==> config.mk <==
export PLATFORM = sky130hd
export DESIGN_NAME = i2s_rx
export DESIGN_NICKNAME = d
export VERILOG_FILES = /design/src/rtl/i2s_pkg.sv /design/src/rtl/i2s_rx_shift.sv /design/src/rtl/i2s_rx.sv
export SDC_FILE = /design/constraint.sdc
export NUM_CORES = 1
export LEC_CHECK = 0
export ABC_AREA = 1
export CAP_MARGIN = 25
export CORE_ASPECT_RATIO = 0.6
export CORE_MARGIN = 2
export CORE_UTILIZATION = 50
export DETAILED_ROUTE_END_ITERATION = 10
export PLACE_DENSITY = 0.73
export SLEW_MARGIN = 20
export SYNTH_ARGS = -nofsm -noshare
export SYNTH_HDL_FRONTEND = slang
export SYNTH_HIERARCHICAL = 1
export SYNTH_SLANG_ARGS = --single-unit
==> constraint.sdc <==
create_clock -name clk -period 3.3 [get_ports clk]
set_input_delay 0.66 -clock clk [delete_from_list [all_inputs] [get_ports clk]]
set_output_delay 0.66 -clock clk [all_outputs]
set_load 0.05 [all_outputs]
==> src/rtl/i2s_pkg.sv <==
// Shared I2S definitions: channel codes, pairing states, bit counter width.
package i2s_pkg;

    // Width of the per-slot bit counter, shared with the transmit and clock-generator blocks.
    localparam int unsigned BIT_CNT_W = 6;

    localparam logic CH_LEFT  = 1'b0;
    localparam logic CH_RIGHT = 1'b1;

    typedef enum logic [1:0] {
        StUnlocked,
        StWaitLeft,
        StWaitRight
    } pair_state_e;

endpackage

==> src/rtl/i2s_rx_shift.sv <==
// I2S slot tracker and deserialiser.
// This block detects bclk edges, finds slot boundaries and counts bits within a slot.
// It assembles each channel word, MSB first.
module i2s_rx_shift
    import i2s_pkg::*;
#(
    parameter int unsigned DATA_BITS = 24
) (
    input  logic                 clk,
    input  logic                 rst,
    input  logic                 bclk,
    input  logic                 lrclk,
    input  logic                 sdata,
    output logic                 slot_start,
    output logic                 word_done,
    output logic                 word_ch,
    output logic [DATA_BITS-1:0] word,
    output logic                 slot_short
);

    // The stored part of the word excludes the bit arriving this cycle.
    localparam int unsigned ShW = (DATA_BITS > 1) ? DATA_BITS - 1 : 1;
    localparam logic [BIT_CNT_W-1:0] LastBit = BIT_CNT_W'(DATA_BITS);
    localparam logic [BIT_CNT_W-1:0] CntMax  = '1;

    logic                 bclk_q, bclk_d;
    logic                 ws_q, ws_d;
    logic                 ch_q, ch_d;
    logic                 locked_q, locked_d;
    // The current slot began at a boundary seen while already locked.
    logic                 chk_q, chk_d;
    logic [BIT_CNT_W-1:0] bit_cnt_q, bit_cnt_d;
    logic [ShW-1:0]       shift_q, shift_d;

    logic                 rise;
    logic                 boundary;
    logic [BIT_CNT_W-1:0] cnt_next;
    logic [ShW:0]         word_full;

    // Next-state logic: edge detect, boundary detect, bit placement and word completion.
    always_comb begin
        rise       = bclk & ~bclk_q;
        boundary   = rise & (lrclk != ws_q);
        cnt_next   = (bit_cnt_q == CntMax) ? bit_cnt_q : bit_cnt_q + 1'b1;
        word_full  = {shift_q, sdata};

        bclk_d     = bclk;
        ws_d       = ws_q;
        ch_d       = ch_q;
        locked_d   = locked_q;
        chk_d      = chk_q;
        bit_cnt_d  = bit_cnt_q;
        shift_d    = shift_q;
        word_done  = 1'b0;
        slot_short = 1'b0;
        slot_start = boundary;
        word_ch    = ch_q;
        word       = word_full[DATA_BITS-1:0];

        if (rise) begin
            ws_d = lrclk;
        end

        if (boundary) begin
            // Bit 0 of a slot carries the previous slot's trailing bit and is dropped.
            bit_cnt_d  = '0;
            ch_d       = lrclk;
            locked_d   = 1'b1;
            chk_d      = locked_q;
            slot_short = chk_q & (bit_cnt_q < LastBit);
        end else if (rise) begin
            bit_cnt_d = cnt_next;
            if (cnt_next <= LastBit) begin
                shift_d = word_full[ShW-1:0];
            end
            word_done = (cnt_next == LastBit);
        end
    end

    // State registers with synchronous reset.
    always_ff @(posedge clk) begin
        if (rst) begin
            bclk_q    <= 1'b0;
            ws_q      <= 1'b0;
            ch_q      <= CH_LEFT;
            locked_q  <= 1'b0;
            chk_q     <= 1'b0;
            bit_cnt_q <= '0;
            shift_q   <= '0;
        end else begin
            bclk_q    <= bclk_d;
            ws_q      <= ws_d;
            ch_q      <= ch_d;
            locked_q  <= locked_d;
            chk_q     <= chk_d;
            bit_cnt_q <= bit_cnt_d;
            shift_q   <= shift_d;
        end
    end

endmodule

==> src/rtl/i2s_rx.sv <==
// I2S receiver top level.
// It pairs left and right words, then presents each pair on a valid/ready output
// and flags overruns and short slots.
module i2s_rx
    import i2s_pkg::*;
#(
    parameter int unsigned DATA_BITS = 24
) (
    input  logic                 clk,
    input  logic                 rst,
    input  logic                 bclk,
    input  logic                 lrclk,
    input  logic                 sdata,
    output logic [DATA_BITS-1:0] left_data,
    output logic [DATA_BITS-1:0] right_data,
    output logic                 out_valid,
    input  logic                 out_ready,
    output logic                 overrun,
    output logic                 frame_err
);

    logic                 slot_start;
    logic                 word_done;
    logic                 word_ch;
    logic [DATA_BITS-1:0] word;
    logic                 slot_short;

    pair_state_e          state_q, state_d;
    logic [DATA_BITS-1:0] left_hold_q, left_hold_d;
    logic [DATA_BITS-1:0] left_data_q, left_data_d;
    logic [DATA_BITS-1:0] right_data_q, right_data_d;
    logic                 out_valid_q, out_valid_d;
    logic                 overrun_q, overrun_d;
    logic                 frame_err_q, frame_err_d;

    i2s_rx_shift #(
        .DATA_BITS (DATA_BITS)
    ) u_shift (
        .clk        (clk),
        .rst        (rst),
        .bclk       (bclk),
        .lrclk      (lrclk),
        .sdata      (sdata),
        .slot_start (slot_start),
        .word_done  (word_done),
        .word_ch    (word_ch),
        .word       (word),
        .slot_short (slot_short)
    );

    // Pairing state machine and output handshake next-state logic.
    always_comb begin
        state_d      = state_q;
        left_hold_d  = left_hold_q;
        left_data_d  = left_data_q;
        right_data_d = right_data_q;
        out_valid_d  = out_valid_q;
        overrun_d    = overrun_q;
        frame_err_d  = 1'b0;

        if (out_valid_q && out_ready) begin
            out_valid_d = 1'b0;
        end

        if (slot_short) begin
            frame_err_d = 1'b1;
            state_d     = StWaitLeft;
        end else if (slot_start && (state_q == StUnlocked)) begin
            state_d = StWaitLeft;
        end else if (word_done) begin
            case (state_q)
                StWaitLeft: begin
                    // A right word with no preceding left word is discarded.
                    if (word_ch == CH_LEFT) begin
                        left_hold_d = word;
                        state_d     = StWaitRight;
                    end
                end
                StWaitRight: begin
                    if (word_ch == CH_LEFT) begin
                        left_hold_d = word;
                    end else begin
                        left_data_d  = left_hold_q;
                        right_data_d = word;
                        out_valid_d  = 1'b1;
                        // Same-cycle accept frees the slot, so only an unaccepted pair is lost.
                        if (out_valid_q && !out_ready) begin
                            overrun_d = 1'b1;
                        end
                        state_d = StWaitLeft;
                    end
                end
                default: ;
            endcase
        end
    end

    // Register state and outputs with synchronous reset.
    always_ff @(posedge clk) begin
        if (rst) begin
            state_q      <= StUnlocked;
            left_hold_q  <= '0;
            left_data_q  <= '0;
            right_data_q <= '0;
            out_valid_q  <= 1'b0;
            overrun_q    <= 1'b0;
            frame_err_q  <= 1'b0;
        end else begin
            state_q      <= state_d;
            left_hold_q  <= left_hold_d;
            left_data_q  <= left_data_d;
            right_data_q <= right_data_d;
            out_valid_q  <= out_valid_d;
            overrun_q    <= overrun_d;
            frame_err_q  <= frame_err_d;
        end
    end

    assign left_data  = left_data_q;
    assign right_data = right_data_q;
    assign out_valid  = out_valid_q;
    assign overrun    = overrun_q;
    assign frame_err  = frame_err_q;

endmodule

==> results of run 1 <==
cell usage in the layout (no fill, tap or decap), types with 9 or more instances in the layout:
cell             instances
nor2_1                 193
dfxtp_1                111
nand2_1                101
inv_1                   68
o21ai_0                 57
clkdlybuf4s50_1         56
a21oi_1                 29
nand3_1                 19
nand3_2                 13
clkbuf_16                9
power breakdown:
part / total, uW / leakage (uW) / internal [uW] / switching (uW)
Combinational: 199 / 0.00150 / 76.5 / 123
Clock: 1090 / 0.000131 / 591 / 495
Sequential: 1420 / 0.000899 / 1380 / 42.2
registers in the layout, summed over array words and instances (netlist names):
signal / flops
frame_err: 1
left_data: 24
left_hold_q: 24
out_valid: 1
overrun: 1
right_data: 24
state_q: 2
u_shift/bclk_q: 1
u_shift/bit_cnt_q: 6
u_shift/chk_q: 1
u_shift/locked_q: 1
u_shift/shift_q: 23
u_shift/word_ch: 1
u_shift/ws_q: 1
metal layers:
metal | vias to the layer above | wire length (um) | share of wire
li1 | 2101 | - | -
met1 | 1795 | 5290 | 0.52
met2 | 126 | 4050 | 0.40
met3 | 9 | 641 | 0.064
met4 | 0 | 112 | 0.011
met5 | - | 0 | 0
kinds of logic (layout without fill, tap and decap cells):
group	after synthesis	after routing
buf+inv	110	155
fa+ha+maj	5	5
simple gates	337	337
xor+xnor	1	1
flops	111	111
compound gates	92	92
worst max-delay path: cells and delay by family:
| kind | cells | cell delay (ns) |
|---|---|---|
| simple gates | 9 | 1.09 |
| buf+inv | 6 | 1.09 |
area by class of cell:
cell class,count,area (um^2)
fill,785,3570
timing repair buffer,65,653
sequential,111,2220
clock buffer,10,229
clock inverter,6,68.8
tap,116,145
inverter,74,278
multi-input combinational,435,1960
through the flow:
step                total power, uW   util
global route                   2810  0.609
floorplan                      1600      -
CTS                            2720  0.609
finish                         2700  0.609
detailed placement             1640  0.576
global placement               1640  0.576
worst max path at each step:
stage	slack [ns]	endpoint	start
6_report	0.71	left_data[9]	bclk
5_1_grt	0.47	left_data[12]	bclk
4_1_cts	0.74	left_data[18]	bclk
3_5_place_dp	0.38	left_data[18]	bclk
3_3_place_gp	0.45	left_data[9]	bclk
2_1_floorplan	0.87	right_data[10]	bclk
==> load_flow_metrics.sql, run 1 <==
INSERT INTO impl_metrics (metric_group, metric, value, unit) VALUES
('outcome', 'run_status', 'completed', ''),
('logic_synthesis', 'synthXorXnorAreaFrac', '0.00187', ''),
('place', 'cell_area_placed', '5250', 'um^2'),
('routing', 'detail_route.iter0.violations', '414', ''),
('logic_synthesis', 'synth_enable_flop_cells', '0', ''),
('routing', 'drt-vias-per-instance', '4.93', ''),
('setup_path', 'critical_path.max_stage_delay', '0.47', 'ns'),
('clock_tree', 'postCtsSetupBuffers', '0', ''),
('global_routing', 'grt_max_degree', '73', ''),
('sta', 'timing.final.crit_share', '0.786', ''),
('logic_synthesis', 'synthesized_area_fraction_occupied_by_and_or_nand_nor_cells', '0.301', ''),
('layout', 'antenna_cells_inserted', '0', ''),
('global_routing', 'antenna_found_initial', '0', ''),
('logic_synthesis', 'synth-adder-area-share', '0.0134', ''),
('layout', 'final_net_count', '707', ''),
('die', 'floorplan.core_area', '9120', 'um^2'),
('logic_synthesis', 'yosysUniqueCellTypes', '25', ''),
('global_routing', 'grt_pass1_wl', '17200', 'um'),
('setup_path', 'r2r_end', 'left_data[9]', ''),
('pwr', 'leakage_power_of_the_design', '0.00253', 'uW'),
('die', 'start_util', '0.513', ''),
('die', 'die_ar', '10200', 'um^2'),
('die', 'rows', '27', ''),
('setup_path', 'crit_path_end_kind', 'flop', ''),
('sta', 'setup_repair_after_global_routing_missed_its_margin', 'no', ''),
('setup_path', 'worst-endpoint-required', '3.54', 'ns'),
('hold_path', 'min_path_cells', '2', ''),
('layout', 'postLayoutCellArea', '5550', 'um^2'),
('routing', 'detail-route-antenna-nets', '0', ''),
('clock_tree', 'clk_path_buf_depth', '2', ''),
('place', 'dp_cells', '801', ''),
('logic_synthesis', 'synth_top_family_by_area', 'simple AND/OR/NAND/NOR gates', ''),
('setup_path', 'r2r_cells', '16', ''),
('hold_path', 'worst_hold_startpoint', 'overrun', ''),
('sta', 'worst-slew-pin-transition', '0.627', 'ns'),
('sta', 'report.final.setup_viol', '0', ''),
('die', 'top_level_ports', '57', ''),
('logic_synthesis', 'synth_most_common_cell', 'nor2_1', ''),
('logic_synthesis', 'yosys-mux-area-fraction', '0', ''),
('global_routing', 'grt.met1_usage', '0.311', ''),
('setup_path', 'setup.reg_to_reg.worst_slack', '0.84', 'ns'),
('global_routing', 'gr-usage-met2', '0.304', ''),
('sta', 'finalSetupTns', '0', 'ns'),
('logic_synthesis', 'yosys_most_used_dff', 'dfxtp_1', ''),
('routing', 'route.vias.total', '4031', ''),
('logic_synthesis', 'synth_sequential_area_ratio', '0.475', ''),
('pwr', 'power_density', '487', 'nW/um^2'),
('global_routing', 'first_global_vias', '3616', ''),
('clock_tree', 'ctsHoldBuffers', '0', ''),
('setup_path', 'r2r_start', 'u_shift/bit_cnt_q[0]', ''),
('logic_synthesis', 'synth-seq-cells', '111', ''),
('sta', 'fin_skew', '0.00829', 'ns'),
('sta', 'finalMaxSlewViolations', '0', ''),
('sta', 'slew-limit-headroom', '0.582', ''),
('logic_synthesis', 'synth_area_leaders', 'dfxtp_1, nor2_1, nand2_1, o21ai_0, inv_1', ''),
('logic_synthesis', 'synth_top_area_frac', '0.475', ''),
('hold_path', 'worst_hold_path_type', 'reg2reg', ''),
('clock_tree', 'clkLatencyLatePin', '0.35', 'ns'),
('place', 'gp_congestion', '0.809', ''),
('routing', 'wl_per_cell', '12.4', 'um'),
('clock_tree', 'cts_tree', 'done', ''),
('setup_path', 'cp_slowest_cell', 'clkdlybuf4s50_1', ''),
('place', 'portBuffers', '56', ''),
('logic_synthesis', 'synthDominantAreaCellType', 'dfxtp_1', ''),
('setup_path', 'arrival', '2.84', 'ns'),
('place', 'place_ws', '0.384', 'ns'),
('setup_path', 'crit_chain', 'clkdlybuf4s50_1 > inv_1 > nor2_1 > buf_4 > and2_1 > nand2_1 > nor2_1 > nand2_1 > inv_1 > nand3_2 > nor2_4 > inv_2 > buf_12 > nor2_1 > nor2_1', ''),
('clock_tree', 'numCtsBuffers', '9', ''),
('clock_tree', 'h_tree_depth_reported_by_cts', '3', ''),
('global_routing', 'global_route.usage.met3', '0.0553', ''),
('clock_tree', 'cts.reportedPaths.clkPinSlew', '0.07', 'ns');
Power figures use the tool's default switching activity.
==> run 2: changes to the inputs <==
--- a/config.mk
+++ b/config.mk
@@ -11,7 +11,7 @@
 export CORE_MARGIN = 2
 export CORE_UTILIZATION = 50
 export DETAILED_ROUTE_END_ITERATION = 10
-export PLACE_DENSITY = 0.73
+export PLACE_DENSITY = 0.76
 export SLEW_MARGIN = 20
 export SYNTH_ARGS = -nofsm -noshare
 export SYNTH_HDL_FRONTEND = slang
==> constraint.sdc (replaced) <==
create_clock -name clk -period 2.1 [get_ports clk]
set_input_delay 0.42 -clock clk [delete_from_list [all_inputs] [get_ports clk]]
set_output_delay 0.42 -clock clk [all_outputs]
set_load 0.05 [all_outputs]
==> load_flow_metrics.sql, run 2 (synthesized netlist as in run 1, its figures left out) <==
INSERT INTO impl_metrics (metric_group, metric, value, unit) VALUES
('place', 'cell_area_placed', '5450', 'um^2'),
('outcome', 'run_status', 'finished, violations left', ''),
('clock_tree', 'cts_tree', 'done', ''),
('routing', 'remaining_drc_errors', '0', ''),
('global_routing', 'grt_max_degree', '75', ''),
('hold_path', 'worst_hold_path_type', 'reg2reg', ''),
('setup_path', 'setup.worst_path.class', 'reg2reg', ''),
('setup_path', 'critPathLaunchType', 'flop', ''),
('global_routing', 'first_global_vias', '3870', ''),
('clock_tree', 'cts.sinks', '111', ''),
('hold_path', 'worst_hold_startpoint', 'overrun', ''),
('hold_path', 'min_delay_worst_endpoint', 'overrun', ''),
('sta', 'fin_skew', '0.00643', 'ns'),
('pwr', 'leakage_power_of_the_design', '0.00275', 'uW'),
('global_routing', 'grt_pass1_wl', '18300', 'um'),
('die', 'top_level_ports', '57', ''),
('routing', 'route.final.wire_length', '11500', 'um'),
('global_routing', 'grt_remaining_overflow', '0', ''),
('clock_tree', 'clkLatencyLatePin', '0.35', 'ns'),
('setup_path', 'r2r_cells', '15', ''),
('clock_tree', 'ctsHoldBuffers', '0', ''),
('layout', 'layout.filler_cells', '745', ''),
('layout', 'final_net_count', '730', ''),
('layout', 'syn2layout_area_growth', '30.5', '%'),
('sta', 'setup_repair_after_global_routing_missed_its_margin', 'yes', ''),
('place', 'place.detailed.hpwl', '7300', 'um'),
('place', 'portBuffers', '56', ''),
('die', 'start_util', '0.513', ''),
('setup_path', 'cp_max_fo', '9', ''),
('sta', 'timing.final.crit_share', '1.00', ''),
('pwr', 'clock_power_share', '0.391', ''),
('pwr', 'share_seq_of_total_power', '0.522', ''),
('sta', 'report.final.setup_viol', '1', ''),
('pwr', 'ir_drop', '0.401', 'mV'),
('pwr', 'netSwitchingFraction', '0.246', ''),
('routing', 'drt-vias-per-instance', '5.07', ''),
('setup_path', 'r2r_start', 'u_shift/bit_cnt_q[1]', ''),
('setup_path', 'worst-endpoint-required', '2.34', 'ns'),
('setup_path', 'setup.reg_to_reg.worst_slack', '-0.0007', 'ns'),
('sta', 'worst-slew-pin-transition', '0.520', 'ns'),
('run', 'timing.max_cap.violations', '0', ''),
('clock_tree', 'numCtsBuffers', '9', ''),
('layout', 'layout_common_cells', 'nor2_1, dfxtp_1, nand2_1', ''),
('layout', 'drive_gt1_frac', '0.170', ''),
('clock_tree', 'clk_path_buf_depth', '2', ''),
('die', 'die_width', '129', 'um'),
('sta', 'final_hold_viol_count', '0', ''),
('outcome', 'violations_in_the_final_reports', 'negative setup slack', ''),
('sta', 'slew-limit-headroom', '0.653', ''),
('clock_tree', 'cts_root_buffer_type', 'clkbuf_16', ''),
('die', 'die_ht', '78.9', 'um'),
('sta', 'finalMaxSlewViolations', '0', ''),
('pwr', 'comb_power_share', '0.087', ''),
('die', 'rows', '27', ''),
('clock_tree', 'h_tree_depth_reported_by_cts', '3', ''),
('die', 'floorplan.core_area', '9120', 'um^2'),
('setup_path', 'arrival', '2.34', 'ns'),
('layout', 'antenna_cells_inserted', '0', ''),
('routing', 'drt_pass1_iterations', '5', ''),
('pwr', 'p_sw', '1060', 'uW'),
('routing', 'route.vias.total', '4254', ''),
('pwr', 'total_power', '4290', 'uW'),
('global_routing', 'antenna_found_initial', '0', ''),
('die', 'die_ar', '10200', 'um^2'),
('sta', 'period_needed', '2.10', 'ns'),
('sta', 'fmax', '0.476', 'GHz'),
('routing', 'detail-route-antenna-nets', '0', ''),
('hold_path', 'min_path_cells', '2', ''),
('global_routing', 'global_route.usage.total', '0.225', ''),
('layout', 'layout_commonest_cell', 'nor2_1', ''),
('layout', 'postLayoutCellArea', '6100', 'um^2'),
('routing', 'detail_route.iter0.violations', '356', ''),
('place', 'gp_congestion', '0.877', ''),
('pwr', 'cell_internal_power', '3230', 'uW'),
('setup_path', 'r2r_end', 'left_data[8]', ''),
('setup_path', 'crit_path_end_kind', 'flop', ''),
('clock_tree', 'cts.reportedPaths.clkPinSlew', '0.07', 'ns'),
('sta', 'post-route-worst-setup-slack', '-0.000656', 'ns'),
('routing', 'wl_per_cell', '13.7', 'um'),
('pwr', 'power_density', '703', 'nW/um^2'),
('place', 'place_ws', '-0.365', 'ns');
-- run 2: cell count changes in the layout (fill, tap and decap cells not counted), sizes merged --
| cell | delta |
|---|---|
| buf | +19 |
| dlymetal6s2s | +1 |
| clkbuf | +3 |
| clkinvlp | -1 |
| clkdlybuf4s50 | -1 |
| clkinv | +2 |
| inv | -1 |
-- run 2: worst max-delay path: stages (launching register included) --
cell	delay, ns
dfxtp_4	0.36
ha_4	0.18
nand3_4	0.10
nor2_4	0.10
nand2_1	0.05
nand2_1	0.09
nand2_2	0.06
nor2_1	0.12
nand2_2	0.09
inv_4	0.08
nand3_4	0.09
nor2_4	0.17
clkinv_4	0.14
clkbuf_16	0.19
nor2_1	0.11
nor2_1	0.06
-- run 2: layout make-up --
type	instances	area, um^2	area share
Clock buffer	9	225	0.0369
Inverter	74	285	0.0468
Multi-Input combinational cell	435	2160	0.354
Sequential cell	111	2230	0.365
Tap cell	116	145	0.0238
Clock inverter	6	62.6	0.0103
Timing Repair Buffer	88	996	0.163
-- run 2: power groups by stage --
stage	combinational [uW]	sequential, uW	clock, uW
finish	375	2240	1680
global route	425	2240	1790
CTS	354	2230	1710
detailed placement	347	2280	0
global placement	330	2270	0
floorplan	254	2260	0
-- run 2: worst max path at each step --
stage / slack (ns) / endpoint / start / depth (start not counted)
after global placement: -0.25 / left_data[6] / bclk / 14
after detailed placement: -0.36 / left_data[7] / bclk / 14
after CTS: 0.01 / left_data[9] / bclk / 14
after floorplan: -0.01 / right_data[10] / u_shift/bit_cnt_q[0] / 19
final: -0.0007 / left_data[8] / u_shift/bit_cnt_q[1] / 15
after global routing: -0.10 / left_data[8] / u_shift/bit_cnt_q[1] / 15
-- run 2: repair_timing --
| action | CTS | global route |
|---|---|---|
| pin swaps | 2 | 6 |
| endpoints found under the setup margin | 25 | 97 |
| gates resized for setup | 6 | 71 |
| buffers inserted | 1 | 3 |
| cloned | 0 | 4 |
-- run 2: stage by stage --
| step | std cells | utilization | hold slack, ns | setup TNS, ns |
|---|---|---|---|---|
| after floorplan | 656 | - | 0.441 | -0.260 |
| after global placement | 816 | 0.597 | 0.439 | -16.38 |
| after detailed placement | 816 | 0.597 | 0.463 | -24.90 |
| after CTS | 832 | 0.631 | 0.475 | 0 |
| after global routing | 839 | 0.669 | 0.509 | -3.24 |
| final | 839 | 0.669 | 0.471 | -0.000656 |
-- run 2: layer usage --
metal	track usage	share of wire	wire length, um
met5	0	0	0
met4	0.0630	0.012	133
met3	0.0539	0.048	545
met2	0.352	0.45	5160
met1	0.312	0.49	5620
==> run 3: changes to the inputs <==
--- a/config.mk
+++ b/config.mk
@@ -10,6 +10,7 @@
 export CORE_ASPECT_RATIO = 0.6
 export CORE_MARGIN = 2
 export CORE_UTILIZATION = 50
+export CTS_CLUSTER_DIAMETER = 60
 export DETAILED_ROUTE_END_ITERATION = 10
 export PLACE_DENSITY = 0.76
 export SLEW_MARGIN = 20
==> results of run 3 <==
Final layout, timing and power as in run 2 (identical DEF).
